[src/rtl/dot_eater.sv]
// rtl/dot_eater.sv - eaten-dot bitmap, remaining count, score and level-clear for the 32 maze dots
// A frame tick starts a one-dot-per-clock scan against a snapshot of Pac-Man's box.
module dot_eater #(
  parameter int X0     = 40,
  parameter int Y0     = 40,
  parameter int XSTEP  = 72,
  parameter int YSTEP  = 120,
  parameter int DOT_SZ = 6,
  parameter int PTS    = 10
) (
  input  logic        Clk,
  input  logic        Reset,
  input  logic        frame_tick,
  input  logic        level_restart,
  input  logic [9:0]  pX,
  input  logic [9:0]  pY,
  input  logic [9:0]  pS,
  output logic [31:0] dots_eaten,
  output logic [5:0]  dots_remaining,
  output logic [15:0] score,
  output logic        eat_pulse,
  output logic        scan_done,
  output logic        all_clear,
  output logic        busy
);

  typedef enum logic [1:0] {S_IDLE, S_SCAN, S_DONE} state_t;

  state_t      state_q, state_d;
  logic [4:0]  idx_q, idx_d;
  logic [9:0]  px_q, px_d, py_q, py_d, ps_q, ps_d;
  logic [31:0] eaten_q, eaten_d;
  logic [5:0]  remaining_q, remaining_d;
  logic [15:0] score_q, score_d;
  logic        eat_q, eat_d;
  logic        clear_q, clear_d;

  logic [10:0] dot_x, dot_y, box_r, box_b;
  logic [16:0] score_sum;
  logic [15:0] score_sat;
  logic        hit, new_eat;

  assign dot_x = 11'(X0) + 11'(idx_q[2:0]) * 11'(XSTEP);
  assign dot_y = 11'(Y0) + 11'(idx_q[4:3]) * 11'(YSTEP);

  // 11 bits hold pX+pS-1 without wrap; pS==0 is excluded before it matters
  assign box_r = {1'b0, px_q} + {1'b0, ps_q} - 11'd1;
  assign box_b = {1'b0, py_q} + {1'b0, ps_q} - 11'd1;

  assign hit = (ps_q != 10'd0)
            && (dot_x + 11'(DOT_SZ - 1) >= {1'b0, px_q}) && (dot_x <= box_r)
            && (dot_y + 11'(DOT_SZ - 1) >= {1'b0, py_q}) && (dot_y <= box_b);

  assign new_eat = (state_q == S_SCAN) && hit && !eaten_q[idx_q];

  assign score_sum = {1'b0, score_q} + 17'(PTS);
  assign score_sat = score_sum[16] ? 16'hFFFF : score_sum[15:0];

  always_ff @(posedge Clk) begin
    if (Reset) begin
      state_q <= S_IDLE;
    end else begin
      state_q <= state_d;
    end
  end

  always_comb begin
    state_d = state_q;
    case (state_q)
      S_IDLE:  if (frame_tick) state_d = S_SCAN;
      S_SCAN:  if (idx_q == 5'd31) state_d = S_DONE;
      S_DONE:  state_d = S_IDLE;
      default: state_d = S_IDLE;
    endcase
    if (level_restart) state_d = S_IDLE;
  end

  always_comb begin
    idx_d       = idx_q;
    px_d        = px_q;
    py_d        = py_q;
    ps_d        = ps_q;
    eaten_d     = eaten_q;
    remaining_d = remaining_q;
    score_d     = score_q;
    eat_d       = 1'b0;
    clear_d     = 1'b0;
    if (level_restart) begin
      idx_d       = 5'd0;
      eaten_d     = 32'd0;
      remaining_d = 6'd32;
    end else begin
      if (state_q == S_IDLE && frame_tick) begin
        idx_d = 5'd0;
        px_d  = pX;
        py_d  = pY;
        ps_d  = pS;
      end
      if (state_q == S_SCAN) begin
        idx_d = idx_q + 5'd1;
        if (new_eat) begin
          eaten_d[idx_q] = 1'b1;
          remaining_d    = remaining_q - 6'd1;
          score_d        = score_sat;
          eat_d          = 1'b1;
          clear_d        = (remaining_q == 6'd1);
        end
      end
    end
  end

  always_ff @(posedge Clk) begin
    if (Reset) begin
      idx_q       <= 5'd0;
      px_q        <= 10'd0;
      py_q        <= 10'd0;
      ps_q        <= 10'd0;
      eaten_q     <= 32'd0;
      remaining_q <= 6'd32;
      score_q     <= 16'd0;
      eat_q       <= 1'b0;
      clear_q     <= 1'b0;
    end else begin
      idx_q       <= idx_d;
      px_q        <= px_d;
      py_q        <= py_d;
      ps_q        <= ps_d;
      eaten_q     <= eaten_d;
      remaining_q <= remaining_d;
      score_q     <= score_d;
      eat_q       <= eat_d;
      clear_q     <= clear_d;
    end
  end

  always_comb begin
    busy      = (state_q == S_SCAN);
    scan_done = (state_q == S_DONE);
  end

  assign dots_eaten     = eaten_q;
  assign dots_remaining = remaining_q;
  assign score          = score_q;
  assign eat_pulse      = eat_q;
  assign all_clear      = clear_q;

endmodule

[config.mk]
export PLATFORM = sky130hd
export DESIGN_NAME = dot_eater
export DESIGN_NICKNAME = d
export VERILOG_FILES = /design/src/rtl/dot_eater.sv
export SDC_FILE = /design/constraint.sdc
export NUM_CORES = 1
export LEC_CHECK = 0
export BUFFER_PORTS_ARGS = -buffer_cell sky130_fd_sc_hd__buf_2
export CAP_MARGIN = 20
export CORE_UTILIZATION = 45
export CTS_CLUSTER_SIZE = 8
export DETAILED_ROUTE_END_ITERATION = 16
export PLACE_DENSITY = 0.77
export SLEW_MARGIN = 20
export SYNTH_ARGS = -nofsm -noshare
export SYNTH_HDL_FRONTEND = slang
export SYNTH_SLANG_ARGS = --single-unit
[constraint.sdc]
create_clock -name Clk -period 6.72 [get_ports Clk]
set_input_delay 1.008 -clock Clk [delete_from_list [all_inputs] [get_ports Clk]]
set_output_delay 1.008 -clock Clk [all_outputs]
set_load 0.02 [all_outputs]
==> impl_metrics.ini, run 1 <==
[power_and_ir_drop]
p_sw_uw = 378
peakVddDrop_mv = 0.161
pwr-share-comb_pct = 19.8
p_int_uw = 967
clkPwrFrac_pct = 38.0
seq_power_share_pct = 42.2
leakagePower_nw = 3.03
power_density_nw_per_um2 = 197
power.share.switching_pct = 28.1

[global_routing]
grt_pass1_wl_mm = 22.0
grt_max_degree = 51
grt-ovfl-total = 0
antenna_found_initial = 0
grt_pass1_vias = 4593
track_usage_pct = 20.7

[synth]
yosysUniqueCellTypes = 61
netlist_instances = 691
synth_area_per_cell_um2 = 8.64
async_flop_share_pct = 0
ys_seq_area_share_pct = 31.2
synth-edff-count = 0
yosysWarningCount = 0
syn_area_um2 = 5970
synthFlopType = dfxtp_1
synth-seq-cells = 93
synth_nets = 807

[die]
initial_utilization_pct = 46.8
die_y_um = 117
die_w_um = 117
die_area_um2 = 13700
rows = 41
core_area_um2 = 12800
io_pins = 92

[cells_and_area]
drive_gt1_share_pct = 17.3
fillers = 1203
n_antenna_cell = 0
final_cell_mix = 93 x dfxtp_1, 91 x buf_2, 88 x inv_1
final_cells = 939
final-seq-area_um2 = 1860
syn2layout_area_growth_pct = 14.2
nets = 878
mostFrequentLayoutCell = dfxtp_1
multiInputGateArea_um2 = 3640
finish.instance_area_um2 = 6820

[timing]
hold_viol_final = 0
rsz0062_at_grt = false
max_slew.worst_pin.slew_ns = 0.908
setup_slack_ns = 1.98
fmax_mhz = 211
final.setup.tns_ns = 0
maxSlewHeadroom_pct = 39.5
setup-violations-final = 0
skew_ns = 0.00960
finalCritPeriodShare_pct = 70.6
report.final.slew_viol_count = 0
holdWs_ns = 0.452
finalCriticalPeriod_ns = 4.74

[clock_tree]
clk-insertion-delay-late_ns = 0.36
cts_sinks = 93
cts_setup_buffers = 0
ctsHoldBuffers = 0
cts_tree = yes
h-tree-depth = 3
cts_buffers = 9
clk_path_buf_depth = 2
cts_resized = 0
clock-root-buffer = clkbuf_16
cts.clk_slew.worst_paths_ns = 0.07

[route]
via_count = 5133
wire_per_inst_um = 14.2
drt-vias-per-instance = 5.47
drc_errors = 0
drt_iter0_markers = 397
ant_nets = 0
routed_wl_mm = 13.4
first_pass_iters = 5

[setup_path]
start_kind = flip-flop
cp_top_family = compound AO/OA/AOI/OAI gates
cp.buffers_inverters = 3
crit_arrival_ns = 4.99
worstSetupPathType = reg -> reg
cp_max_fo = 42
cpMaxStageDelayCell = or4b_2
critPathCaptureType = flip-flop
path_cells = inv_1 > ha_1 > inv_1 > ha_1 > fa_1 > nand2_1 > nand2_1 > a21oi_1 > o21ai_0 > a21oi_1 > o21ai_0 > a21oi_1 > xor2_1 > ha_1 > nand4_1 > nor4_1 > a211oi_1 > or4b_2 > nand2_1 > nor3_4 > buf_4 > a32o_1
critPathMaxStageDelay_ns = 0.64
crit_required_ns = 6.97

[run_status]
outcome = complete, no violations

[job]
maxCapViolCount = 0

[placed_design]
post_dp_cell_area_um2 = 6520
dp_slack_ns = 2.03
place.gp.congestion = 0.838
port_buffers = 91
dp.final_hpwl_mm = 10.1
place_inst = 923

[min_path]
min_path_type = reg -> reg
## cells in the mapped netlist, drive strengths merged (13+ instances only)
cell    number  share of area, %
nand3       13               1.1
buf         13               1.3
a32o        32               5.4
clkbuf      21               1.3
nor3        14               1.4
ha          80                17
a21oi       55               4.6
o21ai       18               1.5
nor2        27               1.7
inv         88               5.5
dfxtp       93                31
nand2       85               5.3
## state kept, by name, summed over array words and instances, names as in the netlist
| name | cells |
|---|---|
| dots_remaining | 6 |
| px_q | 10 |
| score | 16 |
| ps_q | 10 |
| dots_eaten | 32 |
| eat_pulse | 1 |
| state_q | 2 |
| py_q | 10 |
| all_clear | 1 |
| idx_q | 5 |
## metrics by stage
step                      util [%]  total power, mW
final                         53.4             1.35
after global routing          53.4             1.42
after CTS                     53.4             1.36
after detailed placement      51.1            0.844
after global placement        51.1            0.840
after floorplan                  -            0.785
## per-layer routing
layer	track usage, %	wire length [µm]	vias up
li1	-	-	2596
met1	26.9	6430	2378
met2	34.1	6070	143
met3	5.05	638	16
met4	5.82	205	0
met5	0	0	-
## power groups by stage
| stage | Clock (mW) | Sequential [mW] | Combinational, mW |
|---|---|---|---|
| global placement | 0 | 0.580 | 0.260 |
| global route | 0.548 | 0.569 | 0.303 |
| finish | 0.512 | 0.568 | 0.266 |
| CTS | 0.525 | 0.568 | 0.266 |
| floorplan | 0 | 0.579 | 0.206 |
| detailed placement | 0 | 0.580 | 0.264 |
## cell type report
cell class,count,area share [%]
flip-flops and latches,93,27.3
clock buffers,10,3.36
inverters,88,4.84
multi-input cells,476,53.3
clock inverters,6,1.05
repair buffers,94,7.01
well taps,172,3.15
## path summary, 6_finish.rpt
kind	cells after the start	from	end	slack, ns
setup / recovery	22	ps_q[1]	dots_eaten[4]	1.98
hold / removal	2	py_q[8]	py_q[8]	0.45
setup reg to reg	22	ps_q[1]	dots_eaten[4]	1.98
hold reg to reg	2	py_q[8]	py_q[8]	0.45
## logic make-up (layout without fill, tap and decap cells)
logic type | count (synthesis) | in the layout | share of synthesized area, %
AOI/OAI and AO/OA | 168 | 168 | 20.2
buffers and inverters | 122 | 198 | 8.19
adders and majority gates | 82 | 82 | 17.4
DFF | 93 | 93 | 31.2
xor gates and xnor gates | 19 | 19 | 2.79
and+or+nand+nor | 193 | 193 | 16.2
muxes | 14 | 14 | 4.04
## tightest hold or removal path, delay by kind of cell, from the launching register on
| kind | cells | cell delay, ns |
|---|---|---|
| compound gates | 1 | 0.05 |
| simple gates | 1 | 0.05 |
| flops | 1 | 0.31 |
(Power assumes the default switching activity.)
==> run 2: changes to the inputs <==
Clock period 6.72 ns to 4.4 ns, I/O delays scaled along.
==> run 2 against run 1 <==
Against the previous run: clock skew increased by 0.0010 ns; total power increased by 58%; die area unchanged; global-route usage increased by 0.49 points; non-clock buffer count increased by 27; routed wire length increased by 8.7%; flip-flop and latch count unchanged; sequential share of layout area decreased by 1.5 points; cell area increased by 6.0%; count of clock-buffer cells in the layout decreased by 1; critical path depth increased by 1.
==> impl_metrics.ini, run 2 (synthesis gave the netlist of run 1 again) <==
[run_status]
outcome = complete, no violations

[clock_tree]
clk_path_buf_depth = 2
cts.clk_slew.worst_paths_ns = 0.07
cts_tree = yes
clock-root-buffer = clkbuf_16
h-tree-depth = 3
clk-insertion-delay-late_ns = 0.35
cts_buffers = 9
ctsHoldBuffers = 0
cts_sinks = 93

[route]
drc_errors = 0
ant_nets = 0
first_pass_iters = 4
wire_per_inst_um = 15.0
routed_wl_mm = 14.5
via_count = 5327
drt_iter0_markers = 367
drt-vias-per-instance = 5.51

[timing]
report.final.slew_viol_count = 0
finalCritPeriodShare_pct = 96.4
hold_viol_final = 0
maxSlewHeadroom_pct = 38.1
fmax_mhz = 236
finalCriticalPeriod_ns = 4.24
max_slew.worst_pin.slew_ns = 0.928
setup-violations-final = 0
skew_ns = 0.0106

[setup_path]
cp_top_family = adder cells
cp.buffers_inverters = 6
crit_required_ns = 4.64
critPathCaptureType = flip-flop
crit_arrival_ns = 4.48
cp_max_fo = 21
cpMaxStageDelayCell = or4b_4
critPathMaxStageDelay_ns = 0.53
path_cells = inv_2 > ha_1 > inv_1 > ha_2 > fa_2 > nand2_1 > nand2_1 > a21oi_2 > o21ai_2 > a21oi_2 > buf_4 > buf_4 > xnor2_1 > ha_1 > nand3_2 > a2bb2oi_1 > a211oi_2 > or4b_4 > nand2_4 > nor3_4 > buf_4 > clkbuf_16 > a32o_1
cp_common_cell = buf_4
start_kind = flip-flop
worstSetupPathType = reg -> reg

[power_and_ir_drop]
finalPower_mw = 2.13
peakVddDrop_mv = 0.209
leakagePower_nw = 3.22
power_density_nw_per_um2 = 295

[placed_design]
port_buffers = 91
place_inst = 940
dp.final_hpwl_mm = 10.5
post_dp_cell_area_um2 = 6660
place.gp.congestion = 0.937

[global_routing]
antenna_found_initial = 0
grt_util_met1_pct = 27.2
grt_pass1_wl_mm = 22.5
grt_max_degree = 51
met2_usage_pct = 35.5
grt-busiest-layer = met2
track_usage_pct = 21.2
grt-ovfl-total = 0
grt.met3_usage_pct = 4.94
grt_pass1_vias = 4697

[die]
core_area_um2 = 12800
die_w_um = 117
io_pins = 92
initial_utilization_pct = 46.8
die_y_um = 117
die_area_um2 = 13700
rows = 41

[cells_and_area]
final_cells = 966
fillers = 1118
final-seq-area_um2 = 1870
multiInputGateArea_um2 = 3780
mostFrequentLayoutCell = buf_2
finish.instance_area_um2 = 7230
final_cell_mix = 91 x buf_2, 89 x dfxtp_1, 85 x inv_1
drive_gt1_share_pct = 24.1
nets = 905
largest_register_ffs = 32
n_antenna_cell = 0
syn2layout_area_growth_pct = 21.1

[job]
maxCapViolCount = 0

[min_path]
min_path_type = reg -> reg
==> run 2: area by class of cell <==
| type | count | share of cell area (%) |
|---|---|---|
| clock inverters | 7 | 0.986 |
| inverters | 88 | 4.57 |
| well taps | 172 | 2.98 |
| repair buffers | 121 | 10.3 |
| multi-input cells | 476 | 52.2 |
| clock buffers | 9 | 3.11 |
| flip-flops and latches | 93 | 25.8 |
==> run 2: what timing repair did <==
item,CTS,global route
pin swaps,3,29
buffers inserted,5,3
gates resized for setup,5,37
endpoints found under the setup margin,21,55
gates cloned,0,2
==> run 2: layer usage <==
metal	vias to the layer above	part of all wire, %
li1	2661	-
met1	2509	46
met2	144	48
met3	13	5.0
met4	0	1.1
met5	-	0
==> run 2: power by group <==
| part | internal (mW) | leakage, nW | total, mW | switching [mW] |
|---|---|---|---|---|
| clock network | 0.442 | 0.150 | 0.787 | 0.345 |
| registers | 0.856 | 0.754 | 0.866 | 0.00976 |
| logic | 0.214 | 2.32 | 0.478 | 0.264 |
==> run 2: path summary, 6_finish.rpt <==
path	from	cells past startpoint	to	slack, ns
max	ps_q[1]	23	dots_eaten[5]	0.16
min	py_q[5]	2	py_q[5]	0.45
max reg2reg	ps_q[1]	23	dots_eaten[5]	0.16
min reg2reg	py_q[5]	2	py_q[5]	0.45
==> run 2: worst reg2reg max path: cells and delay by family (launching register included) <==
family,cells,cell delay [ns]
adder cells (fa/ha/maj),4,1.09
AO/OA/AOI/OAI,6,1.06
AND/OR/NAND/NOR,6,0.92
buffers and inverters,6,0.67
flip-flops,1,0.33
XOR/XNOR,1,0.05
==> run 2: metrics by stage <==
stage                     setup WS [ns]  hold WS, ns  setup TNS [ns]  utilization, %
after floorplan                   0.139        0.436               0               -
after global routing            -0.0756        0.477           -1.25            56.6
after global placement           0.0523        0.443               0            52.2
after CTS                        0.0232        0.456               0            55.0
final                             0.157        0.453               0            56.6
after detailed placement         -0.122        0.448          -0.596            52.2
==> run 3: changes to the inputs <==
Settings changed: PLACE_DENSITY 0.77 to 0.64.
==> run 3 against run 2 <==
Against the previous run: clock power grew 6.2%; sequential power is essentially flat; critical path depth grew 1; via count grew 0.13%; sequential share of layout area is essentially flat; final cell count rose by 0.72%; highest routed layer unchanged; combinational power barely moved.
==> impl_metrics.ini, run 3 (synthesis gave the netlist of run 1 again) <==
[timing]
max_slew.worst_pin.slew_ns = 0.978
fmax_mhz = 236
holdWs_ns = 0.453
setup-violations-final = 0
maxSlewHeadroom_pct = 34.8
setup_slack_ns = 0.166
skew_ns = 0.0102
report.final.slew_viol_count = 0
finalCritPeriodShare_pct = 96.2
hold_viol_final = 0
finalCriticalPeriod_ns = 4.23

[placed_design]
dp.final_hpwl_mm = 11.2
dp_slack_ns = -0.156
port_buffers = 91
place.gp.congestion = 0.904

[clock_tree]
cts_sinks = 93
cts.clk_slew.worst_paths_ns = 0.07
clk-insertion-delay-late_ns = 0.35
cts_tree = yes
h-tree-depth = 3
ctsHoldBuffers = 0
clk_path_buf_depth = 2
clock-root-buffer = clkbuf_16
cts_buffers = 9

[power_and_ir_drop]
peakVddDrop_mv = 0.191
leakagePower_nw = 3.23
power_density_nw_per_um2 = 301
clkPwrFrac_pct = 38.4
power.share.switching_pct = 29.9
finalPower_mw = 2.18
p_int_mw = 1.53
seq_power_share_pct = 39.7
pwr-share-comb_pct = 21.9
p_sw_uw = 650

[route]
drt-vias-per-instance = 5.48
wire_per_inst_um = 15.6
routed_wl_mm = 15.1
first_pass_iters = 5
drt_iter0_markers = 204
ant_nets = 0
drc_errors = 0
via_count = 5334

[setup_path]
crit_arrival_ns = 4.43
crit_required_ns = 4.60
start_kind = flip-flop
critPathCaptureType = flip-flop
cp_max_fo = 6
worstSetupPathType = reg -> reg

[die]
die_area_um2 = 13700
initial_utilization_pct = 46.8
core_area_um2 = 12800
io_pins = 92
rows = 41
die_w_um = 117
die_y_um = 117

[cells_and_area]
largest_register_ffs = 32
n_antenna_cell = 0
drive_gt1_share_pct = 24.1
final_cell_mix = 91 x dfxtp_1, 91 x buf_2, 87 x inv_1
fin_util_pct = 56.6
nets = 912
fillers = 1180
syn2layout_area_growth_pct = 21.1

[global_routing]
grt_max_degree = 51
grt_pass1_vias = 4902
grt_pass1_wl_mm = 23.5
track_usage_pct = 22.3
antenna_found_initial = 0
grt-ovfl-total = 0

[min_path]
min_path_type = reg -> reg

[job]
maxCapViolCount = 0

[run_status]
outcome = complete, no violations
-- run 3: area by class of cell --
cell class	instances	area, µm²	share of cell area (%)
multi-input cells	477	3760	51.9
flip-flops and latches	93	1860	25.8
repair buffers	127	749	10.4
inverters	88	330	4.57
clock buffers	9	225	3.11
well taps	172	215	2.98
clock inverters	7	91.3	1.26
-- run 3: worst paths after layout --
path	end	slack, ns	start	cells past startpoint
min	ps_q[5]	0.45	ps_q[5]	2
max	score[6]	0.17	py_q[1]	24
min reg2reg	ps_q[5]	0.45	ps_q[5]	2
max reg2reg	score[6]	0.17	py_q[1]	24
-- run 3: critical path, cell delays in order, from the launching register on --
cell and delay [ns]:
dfxtp_2 0.33, inv_1 0.04, ha_1 0.27, inv_1 0.06, ha_2 0.16, inv_1 0.06
fa_2 0.37, nor2b_2 0.13, o21ai_2 0.08, a21oi_2 0.17, o21ai_1 0.09, nand2b_1 0.13
a21o_1 0.14, a21oi_2 0.06, xor2_1 0.15, ha_1 0.33, nand3_1 0.15, a31oi_1 0.09
nor3b_2 0.25, o21ai_1 0.11, o211a_4 0.21, nor4_4 0.29, buf_4 0.19, a41o_1 0.16
a21oi_1 0.06
-- run 3: layer usage --
metal | vias to the layer above | part of all wire (%) | track usage, %
met5 | - | 0 | 0
met4 | 0 | 2.6 | 10.0
met1 | 2528 | 46 | 28.7
li1 | 2673 | - | -
met2 | 105 | 47 | 36.7
met3 | 28 | 3.7 | 3.76
-- run 3: per-stage QoR --
step	cell area, µm²	std cells	setup TNS (ns)
after detailed placement	6720	949	-2.38
after global placement	6720	949	-0.0625
after floorplan	5970	691	0
after CTS	7060	967	0
after global routing	7230	973	-0.130
final	7230	973	0
-- run 3: power groups by stage --
stage | sequential [mW] | combinational, mW | clock [mW]
floorplan | 0.884 | 0.315 | 0
global placement | 0.884 | 0.425 | 0
detailed placement | 0.884 | 0.436 | 0
CTS | 0.864 | 0.440 | 0.854
global route | 0.867 | 0.534 | 0.888
finish | 0.865 | 0.477 | 0.836
-- run 3: timing repair --
| action | 4_1_cts | 5_1_grt |
|---|---|---|
| gates resized for setup | 5 | 34 |
| setup endpoints to repair | 48 | 56 |
| pin swaps | 3 | 22 |
| cloned | 1 | 0 |
| setup buffers | 1 | 6 |
